File: src/rtl/branch_sequencer.sv
// rtl/branch_sequencer.sv - PC sequencer and Branch unit controller
module branch_sequencer (
  input  logic        clk,
  input  logic        rst,
  input  logic        start,
  input  logic        halt_req,
  input  logic        stall,
  input  logic        dec_valid,
  input  logic        dec_b,
  input  logic        dec_j,
  input  logic [9:0]  dec_pc,
  input  logic        br_taken,
  input  logic [9:0]  br_target,
  output logic [9:0]  pc,
  output logic        fetch_valid,
  output logic        br_en,
  output logic [9:0]  br_addr,
  output logic        flush,
  output logic [15:0] br_count,
  output logic [1:0]  state
);

  typedef enum logic [1:0] {
    S_IDLE    = 2'd0,
    S_FETCH   = 2'd1,
    S_EVAL    = 2'd2,
    S_RESOLVE = 2'd3
  } state_t;

  state_t      cur_state, nxt_state;
  // HALT is IDLE with this bit set; it only changes where fetching resumes
  logic        halted, halted_d;
  logic [9:0]  pc_d, br_addr_d;
  logic        fetch_valid_d, br_en_d, flush_d;
  logic [15:0] br_count_d;

  assign state = cur_state;

  // State and all outputs are registered; next values come from the comb block
  always_ff @(posedge clk) begin
    if (rst) begin
      cur_state   <= S_IDLE;
      halted      <= 1'b0;
      pc          <= 10'd0;
      fetch_valid <= 1'b0;
      br_en       <= 1'b0;
      br_addr     <= 10'd0;
      flush       <= 1'b0;
      br_count    <= 16'd0;
    end else begin
      cur_state   <= nxt_state;
      halted      <= halted_d;
      pc          <= pc_d;
      fetch_valid <= fetch_valid_d;
      br_en       <= br_en_d;
      br_addr     <= br_addr_d;
      flush       <= flush_d;
      br_count    <= br_count_d;
    end
  end

  // Next-state and next-output decode; br_en and flush are single-cycle pulses
  always_comb begin
    nxt_state     = cur_state;
    halted_d      = halted;
    pc_d          = pc;
    fetch_valid_d = fetch_valid;
    br_en_d       = 1'b0;
    br_addr_d     = br_addr;
    flush_d       = 1'b0;
    br_count_d    = br_count;
    case (cur_state)
      S_IDLE: begin
        fetch_valid_d = 1'b0;
        if (start) begin
          nxt_state     = S_FETCH;
          fetch_valid_d = 1'b1;
          halted_d      = 1'b0;
          if (!halted) pc_d = 10'd0;
        end
      end
      S_FETCH: begin
        fetch_valid_d = 1'b1;
        if (halt_req) begin
          nxt_state     = S_IDLE;
          halted_d      = 1'b1;
          fetch_valid_d = 1'b0;
        end else if (stall) begin
          pc_d = pc;
        end else if (!flush && dec_valid && (dec_b || dec_j)) begin
          // decode contents are being killed while flush is high, so they
          // cannot start a branch; this spaces br_en pulses 4 cycles apart
          nxt_state     = S_EVAL;
          br_addr_d     = dec_pc;
          br_en_d       = 1'b1;
          fetch_valid_d = 1'b0;
        end else begin
          pc_d = pc + 10'd1;
        end
      end
      S_EVAL: begin
        fetch_valid_d = 1'b0;
        nxt_state     = S_RESOLVE;
      end
      S_RESOLVE: begin
        if (br_taken) begin
          pc_d = br_target;
          if (br_count != 16'hFFFF) br_count_d = br_count + 16'd1;
        end else begin
          pc_d = br_addr + 10'd1;
        end
        flush_d       = 1'b1;
        fetch_valid_d = 1'b1;
        nxt_state     = S_FETCH;
      end
      default: nxt_state = S_IDLE;
    endcase
  end

endmodule

File: config.mk
export PLATFORM = sky130hd
export DESIGN_NAME = branch_sequencer
export DESIGN_NICKNAME = d
export VERILOG_FILES = /design/src/rtl/branch_sequencer.sv
export SDC_FILE = /design/constraint.sdc
export NUM_CORES = 1
export LEC_CHECK = 0
export CORE_ASPECT_RATIO = 1.4
export CORE_MARGIN = 8
export CORE_UTILIZATION = 35
export DETAILED_ROUTE_END_ITERATION = 10
export GPL_ROUTABILITY_DRIVEN = 1
export PLACE_DENSITY = 0.62
export SYNTH_ARGS = -nofsm -noshare
export SYNTH_HDL_FRONTEND = slang
export SYNTH_SLANG_ARGS = --single-unit
File: constraint.sdc
create_clock -name clk -period 3.6 [get_ports clk]
set_input_delay 0.54 -clock clk [delete_from_list [all_inputs] [get_ports clk]]
set_output_delay 0.54 -clock clk [all_outputs]
set_load 0.05 [all_outputs]
; Word-level counts from Yosys, hierarchy flattened
; Cells that the tools add are included.
[word_totals]
reg_bits = 42
output_inout_bits = 41
elab_cells = 61
[classes]
addsub = 3
eq_ne = 12
n_mux = 22
bitwise_logic = 3
n_reduce_logical = 13
[op_table]
columns = cell, count
row1 = $mux W10, 6
row2 = $pmux W10 S3, 1
row3 = $add A10 B1 Y10 const B, 2
row4 = $add A16 B1 Y16 const B, 1
row5 = $ne A16 B16 Y1 const B, 1
row6 = $ne A2 B2 Y1 const B, 6
row7 = $reduce_and A3 Y1, 3
row8 = $mux W1, 8
row9 = $mux W2, 4
row10 = $pmux W2 S4, 1
row11 = $ne A3 B3 Y1 const B, 2
row12 = $reduce_and A6 Y1, 1
row13 = $eq A2 B2 Y1 const B, 2
row14 = $pmux W1 S4, 1
row15 = $reduce_and A4 Y1, 1
row16 = $reduce_or A4 Y1, 1
row17 = $not A1 Y1, 3
row18 = $reduce_bool A3 Y1, 1
row19 = $eq A2 B1 Y1 const B, 1
row20 = $logic_and A1 B1 Y1, 2
row21 = $logic_not A2 Y1, 1
row22 = $pmux W1 S2, 1
row23 = $reduce_bool A2 Y1, 1
row24 = $logic_not A1 Y1, 1
row25 = $logic_or A1 B1 Y1, 1

; Depth between registers and ports, before layout
; Gate-level depths: netlist (run 1).
[logic_depth]
word_depth = 7
mapped_depth = 8

; Least setup slack after synthesis (run 1)
; No wires, ideal clock.
[synth_path]
kind = flip-flop to flip-flop
start = register cur_state[0], in the netlist state[0]
end = register pc[8]
setup_time_ns = 0.079
t_arrival_ns = 2.037
t_required_ns = 3.521
slack_ns = 1.484
path_stages_with_launch = 9
path_cell_list = dfxtp_1 > inv_1 > ha_1 > a21o_1 > buf_2 > a21oi_1 > buf_2 > o2111ai_1 > o211ai_1
[synth_between]
elab_chain_cells = 3
word_cells_on_any_way = 11
classes_between = eq/ne (7) / mux (1) / reduce/logical (3)
[synth_rtl]
columns = element, line
row1 = start: declaration, 30  ; state_t cur_state, nxt_state;
row2 = start signal: assignment, 51  ; cur_state <= nxt_state;
row3 = "$eq A2 B1 Y1, or another cell as far along", 72  ; case (cur_state)
row4 = $ne A2 B2 Y1 (no source line) or $reduce_bool A3 Y1 (tied branches), -
row5 = $reduce_and A6 Y1 (no source line), -
row6 = end signal: assignment, 53  ; pc <= pc_d;
row7 = end: declaration, 14  ; output logic [9:0] pc,
; Parallel ways exist; a longest one is shown, timed or not.
; A chain may end at the register's enable or synchronous reset.

; Worst setup path after layout (run 1)
[layout_path]
start = input port dec_j
end = register pc[8]
[layout_between]
elab_chain_cells = 4
[layout_rtl]
columns = element, line
row1 = start: declaration, 10  ; input logic dec_j,
row2 = $logic_or A1 B1 Y1, 90  ; end else if (!flush && dec_valid && (dec_b || dec_j)) begin
row3 = $logic_and A1 B1 Y1, 90
row4 = $ne A2 B2 Y1 (no source line), -
row5 = $reduce_and A6 Y1 (no source line), -
; No other way between the ends.

==> results of run 1 <==
-- metal layers --
layer	routed length, µm	global-route usage [%]	up-vias
li1	-	-	1160
met1	2870	14.9	1071
met2	3590	26.3	62
met3	321	2.80	6
met4	111	5.07	0
met5	0	0	-
-- worst max-delay path: cells and delay by family --
| family | cells | cell delay [ns] |
|---|---|---|
| buffers and inverters | 1 | 0.40 |
| AO/OA/AOI/OAI | 4 | 1.45 |
| AND/OR/NAND/NOR | 1 | 0.26 |
-- metrics by stage --
| step | std cells | instance area [µm²] | utilization [%] | total power [µW] | hold slack, ns |
|---|---|---|---|---|---|
| 2_1_floorplan | 283 | 2410 | - | 613 | 0.491 |
| 3_3_place_gp | 438 | 3190 | 46.9 | 685 | 0.492 |
| 3_5_place_dp | 438 | 3190 | 46.9 | 687 | 0.507 |
| 4_1_cts | 445 | 3270 | 48.1 | 975 | 0.518 |
| 5_1_grt | 445 | 3270 | 48.1 | 1010 | 0.560 |
| 6_report | 445 | 3270 | 48.1 | 965 | 0.513 |
-- power breakdown --
| part | switching [µW] | leakage [µW] | total, µW | internal (µW) |
|---|---|---|---|---|
| Sequential | 12.0 | 0.000339 | 487 | 475 |
| Clock | 159 | 0.0000438 | 289 | 130 |
| Combinational | 112 | 0.000725 | 189 | 76.7 |
| Total | 283 | 0.00111 | 965 | 682 |
-- layout make-up --
cell class	instances	area share, %
Inverter	6	0.689
Sequential cell	42	25.7
Tap cell	95	3.64
Clock inverter	2	0.306
Clock buffer	5	2.11
Multi-Input combinational cell	223	45.7
Timing Repair Buffer	72	21.8
-- cells by family (layout without fill, tap and decap cells) --
kind of cell    Yosys count  in the layout  synth area share [%]
compound gates           62             62                  17.4
xor+xnor                 17             17                  6.17
mux                      16             16                  6.74
flops                    42             42                  34.8
simple gates            119            119                  27.0
buf+inv                  18             85                  3.27
fa+ha+maj                 9              9                  4.67
-- cell usage in the layout (no fill, tap or decap), drive strengths merged, types with 3 or more instances in the layout --
cell           count
a211oi             4
a21o               3
a21oi             16
a31oi              3
and3               3
and4               6
buf                3
clkbuf             5
clkdlybuf4s50     69
clkinv             3
dfxtp             42
ha                 9
inv                5
mux2i             14
nand2             26
nand2b             5
nand3             10
nand4              5
nor2              39
nor2b              5
nor3               5
nor4               5
nor4b              3
o2111ai            3
o211ai             8
o21ai             14
xnor2             11
xor2               6
-- final timing paths --
| kind | end | slack, ns | depth (start not counted) |
|---|---|---|---|
| worst max register to register | pc[8] | 1.24 | 6 |
| worst min-delay path | br_count[10] | 0.51 | 1 |
| worst max-delay path | pc[8] | 1.16 | 6 |
| worst min register to register | br_count[10] | 0.51 | 1 |
-- sequential cells by signal, summed over array words and instances (netlist names) --
register     cells
br_addr         10
br_count        16
br_en            1
fetch_valid      1
flush            1
halted           1
pc              10
state            2
==> qor.yml, run 1 <==
synthesis.nets: 321
min_from: "br_count[10]"
vias: 2299
start_kind: "input pin"
synth_flop_cell: "dfxtp_1"
timing.fmax_ghz: 0.409
portBuffers: 69
peakVddDrop_v: 0.000144
hold_viol_final: 0
die_x_um: 86.2
grt_pass1_wl_um: 11100
ys_async_sr_fraction_pct: 0
fp.dieH_um: 114
drt-pass1-iter-count: 4
maxCapViolCount: 0
worstPathRequired_ns: 3.81
grt_max_degree: 29
relSlewSlack_pct: 32.6
power_leakage_uw: 0.00111
pre_cts_ws_ns: 0.892
cts_buffer_depth: 2
area_growth_pct: 35.4
powerDensity_nw_per_um2: 295
rr_startpoint: "state[0]"
clk_latency_ns: 0.29
yosys-top-cells-count: "dfxtp_1, nor2_1, nand2_1"
grt_setup_unrepaired: "no"
coreArea_um2: 6800
startpoint: "dec_j"
cp_max_fo: 13
via_per_inst: 5.17
fin_setup_tns_ns: 0
end_kind: "flop"
worst_path_max_delay_cell: "a21oi_1"
num_rows: 36
n_fill_cell: 669
cts-resized-gates: 0
fin_nets: 388
n_antenna_cell: 0
synth_seq_cells: 42
start_util_pct: 35.5
clkTransAtPathRegs_ns: 0.08
hold_class: "flop to flop"
max_stage_delay_ns: 0.85
synth_edf_count: 0
grt_pass1_vias: 2228
cts_setup_buffers: 0
drive_gt1_share_pct: 6.29
cp_data_arrival_time_ns: 2.65
io_pins: 70
fin_crit_ns: 2.44
drt_iter0_markers: 78
multi_input_area_um2: 1490
yosysTopAreaCell: "dfxtp_1"
grt_overflow: 0
outcome: "completed"
cts_buffers: 5
syn_inst: 283
worst_slew_pin_slew_ns: 1.01
cts_hold_buf: 0
cts_tree: "yes"
finalWirelength_um: 6890
worst_slack_ns: 1.16
final_max_slew_viol_count: 0
synth_top_area_share_pct: 34.8
track_usage_pct: 14.0
yosys_warnings: 0
ys_seq_area_share_pct: 34.8
h-tree-depth: 2
synth_area_leaders: "dfxtp_1, nor2_1, mux2i_1, ha_1, nand2_1"
die-area_um2: 9850
cts_sinks: 42
hpwl_um: 5430
timing.final.crit_share_pct: 67.9
synth_most_common_cell: "dfxtp_1"
drc: 0
wl_per_cell_um: 15.5
synth.avg_cell_area_um2: 8.53
ff_latch_area_um2: 841
syn-cell-area_um2: 2410
antenna_left: 0
crit_chain: "clkdlybuf4s50_1 -> nor2_1 -> o21ai_1 -> a21oi_1 -> o2111ai_1 -> o211ai_1"
cts-root-buf: "clkbuf_8"
antenna_found_initial: 0
ys_types: 52
fin_skew_ns: 0.00878
critPathKind: "input pin to flop"
setup_viol: 0
gp_congestion: 0.792
Note: power is estimated with default switching activity, not from simulation.
==> run 2: changes to the inputs <==
--- a/config.mk
+++ b/config.mk
@@ -10,7 +10,7 @@
 export CORE_UTILIZATION = 35
 export DETAILED_ROUTE_END_ITERATION = 10
 export GPL_ROUTABILITY_DRIVEN = 1
-export PLACE_DENSITY = 0.62
+export PLACE_DENSITY = 0.64
 export SYNTH_ARGS = -nofsm -noshare
 export SYNTH_HDL_FRONTEND = slang
 export SYNTH_SLANG_ARGS = --single-unit
==> constraint.sdc (replaced) <==
create_clock -name clk -period 1.95 [get_ports clk]
set_input_delay 0.2925 -clock clk [delete_from_list [all_inputs] [get_ports clk]]
set_output_delay 0.2925 -clock clk [all_outputs]
set_load 0.05 [all_outputs]
==> run 2 against run 1 <==
  * Largest cell class unchanged
  * Power is 89% higher
  * Die area unchanged
  * Final cell count increased by 3.6%
  * Critical path depth fell by 5
  * Clock skew decreased by 0.0055 ns
  * Via count up 1.0%
  * Largest power group unchanged
  * Critical path type is now flop to primary output
  * Sequential share of layout area shrank 0.73 points
  * Flip-flop and latch count is the same
==> qor.yml, run 2 (same netlist as run 1, synthesis figures left out) <==
die-area_um2: 9850  # unchanged
grt_max_degree: 19  # was 29
worstPathRequired_ns: 1.66  # was 3.81 ns
fp.dieH_um: 114  # unchanged
grt_setup_unrepaired: "no"  # unchanged
grt_pass1_wl_um: 11100  # about the same
coreArea_um2: 6800  # unchanged
relSlewSlack_pct: 65.8  # was 32.6%
path_buf_inv: 1  # unchanged
io_pins: 70  # unchanged
cts-root-buf: "clkbuf_8"  # unchanged
setup_viol: 0  # unchanged
grt_overflow: 0  # unchanged
finalWirelength_um: 6790  # was 6890 µm
peakVddDrop_v: 0.000256  # was 0.000144 V
num_rows: 36  # unchanged
start_kind: "flop"  # was input pin
via_per_inst: 5.04  # was 5.17
fin_crit_ns: 1.88
most-common-layout-cells: "clkdlybuf4s50_1, nor2_1, dfxtp_1"  # was clkdlybuf4s50_1, dfxtp_1, nor2_1
final_common_cell: "clkdlybuf4s50_1"  # unchanged
hold_viol_final: 0  # unchanged
top_register: "br_count"  # unchanged
cts_setup_buffers: 0  # unchanged
final_core_utilization_pct: 49.7  # was 48.1%
cts_sinks: 42  # unchanged
wl_per_cell_um: 14.7  # was 15.5 µm
reg_top3: "br_count x16, br_addr x10, pc x10"  # unchanged
die_x_um: 86.2  # unchanged
critPathKind: "flop to primary output"  # was input pin to flop
max_stage_delay_ns: 0.85  # about the same
maxCapViolCount: 0  # unchanged
hpwl_um: 5400  # was 5430 µm
cts_tree: "yes"  # unchanged
timing.final.crit_share_pct: 96.6
n_antenna_cell: 0  # unchanged
holdWs_ns: 0.499  # was 0.513 ns
worst_slew_pin_slew_ns: 0.511  # was 1.01 ns
clkTransAtPathRegs_ns: 0.07  # was 0.08 ns
power_uw: 1820  # was 965 µW
antenna_left: 0  # unchanged
hold_class: "flop to flop"  # unchanged
cp_data_arrival_time_ns: 1.59  # was 2.65 ns
cp_top_family: "buffers and inverters"  # was compound AO/OA/AOI/OAI gates
largest_reg_flops: 16  # unchanged
end_kind: "primary output"  # was flop
h-tree-depth: 2  # unchanged
fin_setup_tns_ns: 0  # unchanged
antenna_found_initial: 0  # unchanged
fin_nets: 404  # was 388
final_max_slew_viol_count: 0  # unchanged
powerDensity_nw_per_um2: 538  # was 295 nW/µm²
crit_chain: "clkdlybuf4s50_1"  # was clkdlybuf4s50_1 -> nor2_1 -> o21ai_1 -> a21oi_1 -> o2111ai_1 -> o211ai_1
worst_path_max_delay_cell: "clkdlybuf4s50_1"  # was a21oi_1
track_usage_pct: 13.9  # was 14.0%
cp_max_fo: 6  # was 13
start_util_pct: 35.5  # unchanged
vias: 2323  # was 2299
grt_pass1_vias: 2341  # was 2228
drt_iter0_markers: 93  # was 78
fin_skew_ns: 0.00331  # was 0.00878 ns
cts_buffers: 5  # unchanged
timing.fmax_ghz: 0.531
area_growth_pct: 40.2  # was 35.4%
drc: 0  # unchanged
cts_buffer_depth: 2  # unchanged
clk_latency_ns: 0.29  # about the same
power_leakage_uw: 0.00122  # was 0.00111 µW
n_fill_cell: 678  # was 669
drt-pass1-iter-count: 7  # was 4
outcome: "completed"  # unchanged
portBuffers: 69  # unchanged
drive_gt1_share_pct: 13.4  # was 6.29%
gp_congestion: 0.816  # was 0.792
==> run 2: cell count changes in the layout (fill, tap and decap cells not counted), sizes merged <==
| cell | change |
|---|---|
| buf | +25 |
| clkinv | -2 |
| clkdlybuf4s50 | -10 |
| dlymetal6s2s | +1 |
| clkbuf | +2 |
==> run 2: where the power goes <==
part / total, µW / switching, µW / internal, µW / leakage, µW
logic: 395 / 216 / 180 / 0.000845
registers: 899 / 21.5 / 878 / 0.000341
clock network: 526 / 279 / 247 / 0.0000383
total: 1820 / 516 / 1300 / 0.00122
==> run 2: per-layer routing <==
| metal | vias up | GRT usage [%] | wire length, µm |
|---|---|---|---|
| met5 | - | 0 | 0 |
| li1 | 1194 | - | - |
| met3 | 11 | 2.87 | 324 |
| met4 | 0 | 5.77 | 139 |
| met2 | 51 | 25.2 | 3550 |
| met1 | 1067 | 15.1 | 2770 |
==> run 2: final cells by class <==
| type | count | area (µm²) | area share (%) |
|---|---|---|---|
| Timing Repair Buffer | 88 | 826 | 24.4 |
| Sequential cell | 42 | 846 | 25.0 |
| Clock buffer | 7 | 76.3 | 2.26 |
| Inverter | 6 | 22.5 | 0.666 |
| Multi-Input combinational cell | 223 | 1490 | 44.2 |
| Tap cell | 95 | 119 | 3.51 |
==> run 2: final timing paths <==
check	startpoint	end	slack (ns)	depth (start not counted)
setup / recovery	br_count[3]	br_count[3]	0.07	1
hold / removal	br_count[10]	br_count[10]	0.50	1
setup reg to reg	state[1]	br_addr[3]	0.22	7
hold reg to reg	br_count[10]	br_count[10]	0.50	1
==> run 2: metrics by stage <==
step,instance area (µm²),cells,setup slack (ns)
4_1_cts,3380,461,0.0435
6_report,3380,461,0.0668
2_1_floorplan,2420,283,0.0288
3_5_place_dp,3300,454,0.0368
5_1_grt,3380,461,0.00449
3_3_place_gp,3300,454,0.0773
==> run 2: what timing repair did <==
action	CTS	global route
gates resized for setup	0	1
setup endpoints to repair	0	1
hold buffers	0	0
endpoints found under the hold margin	0	0
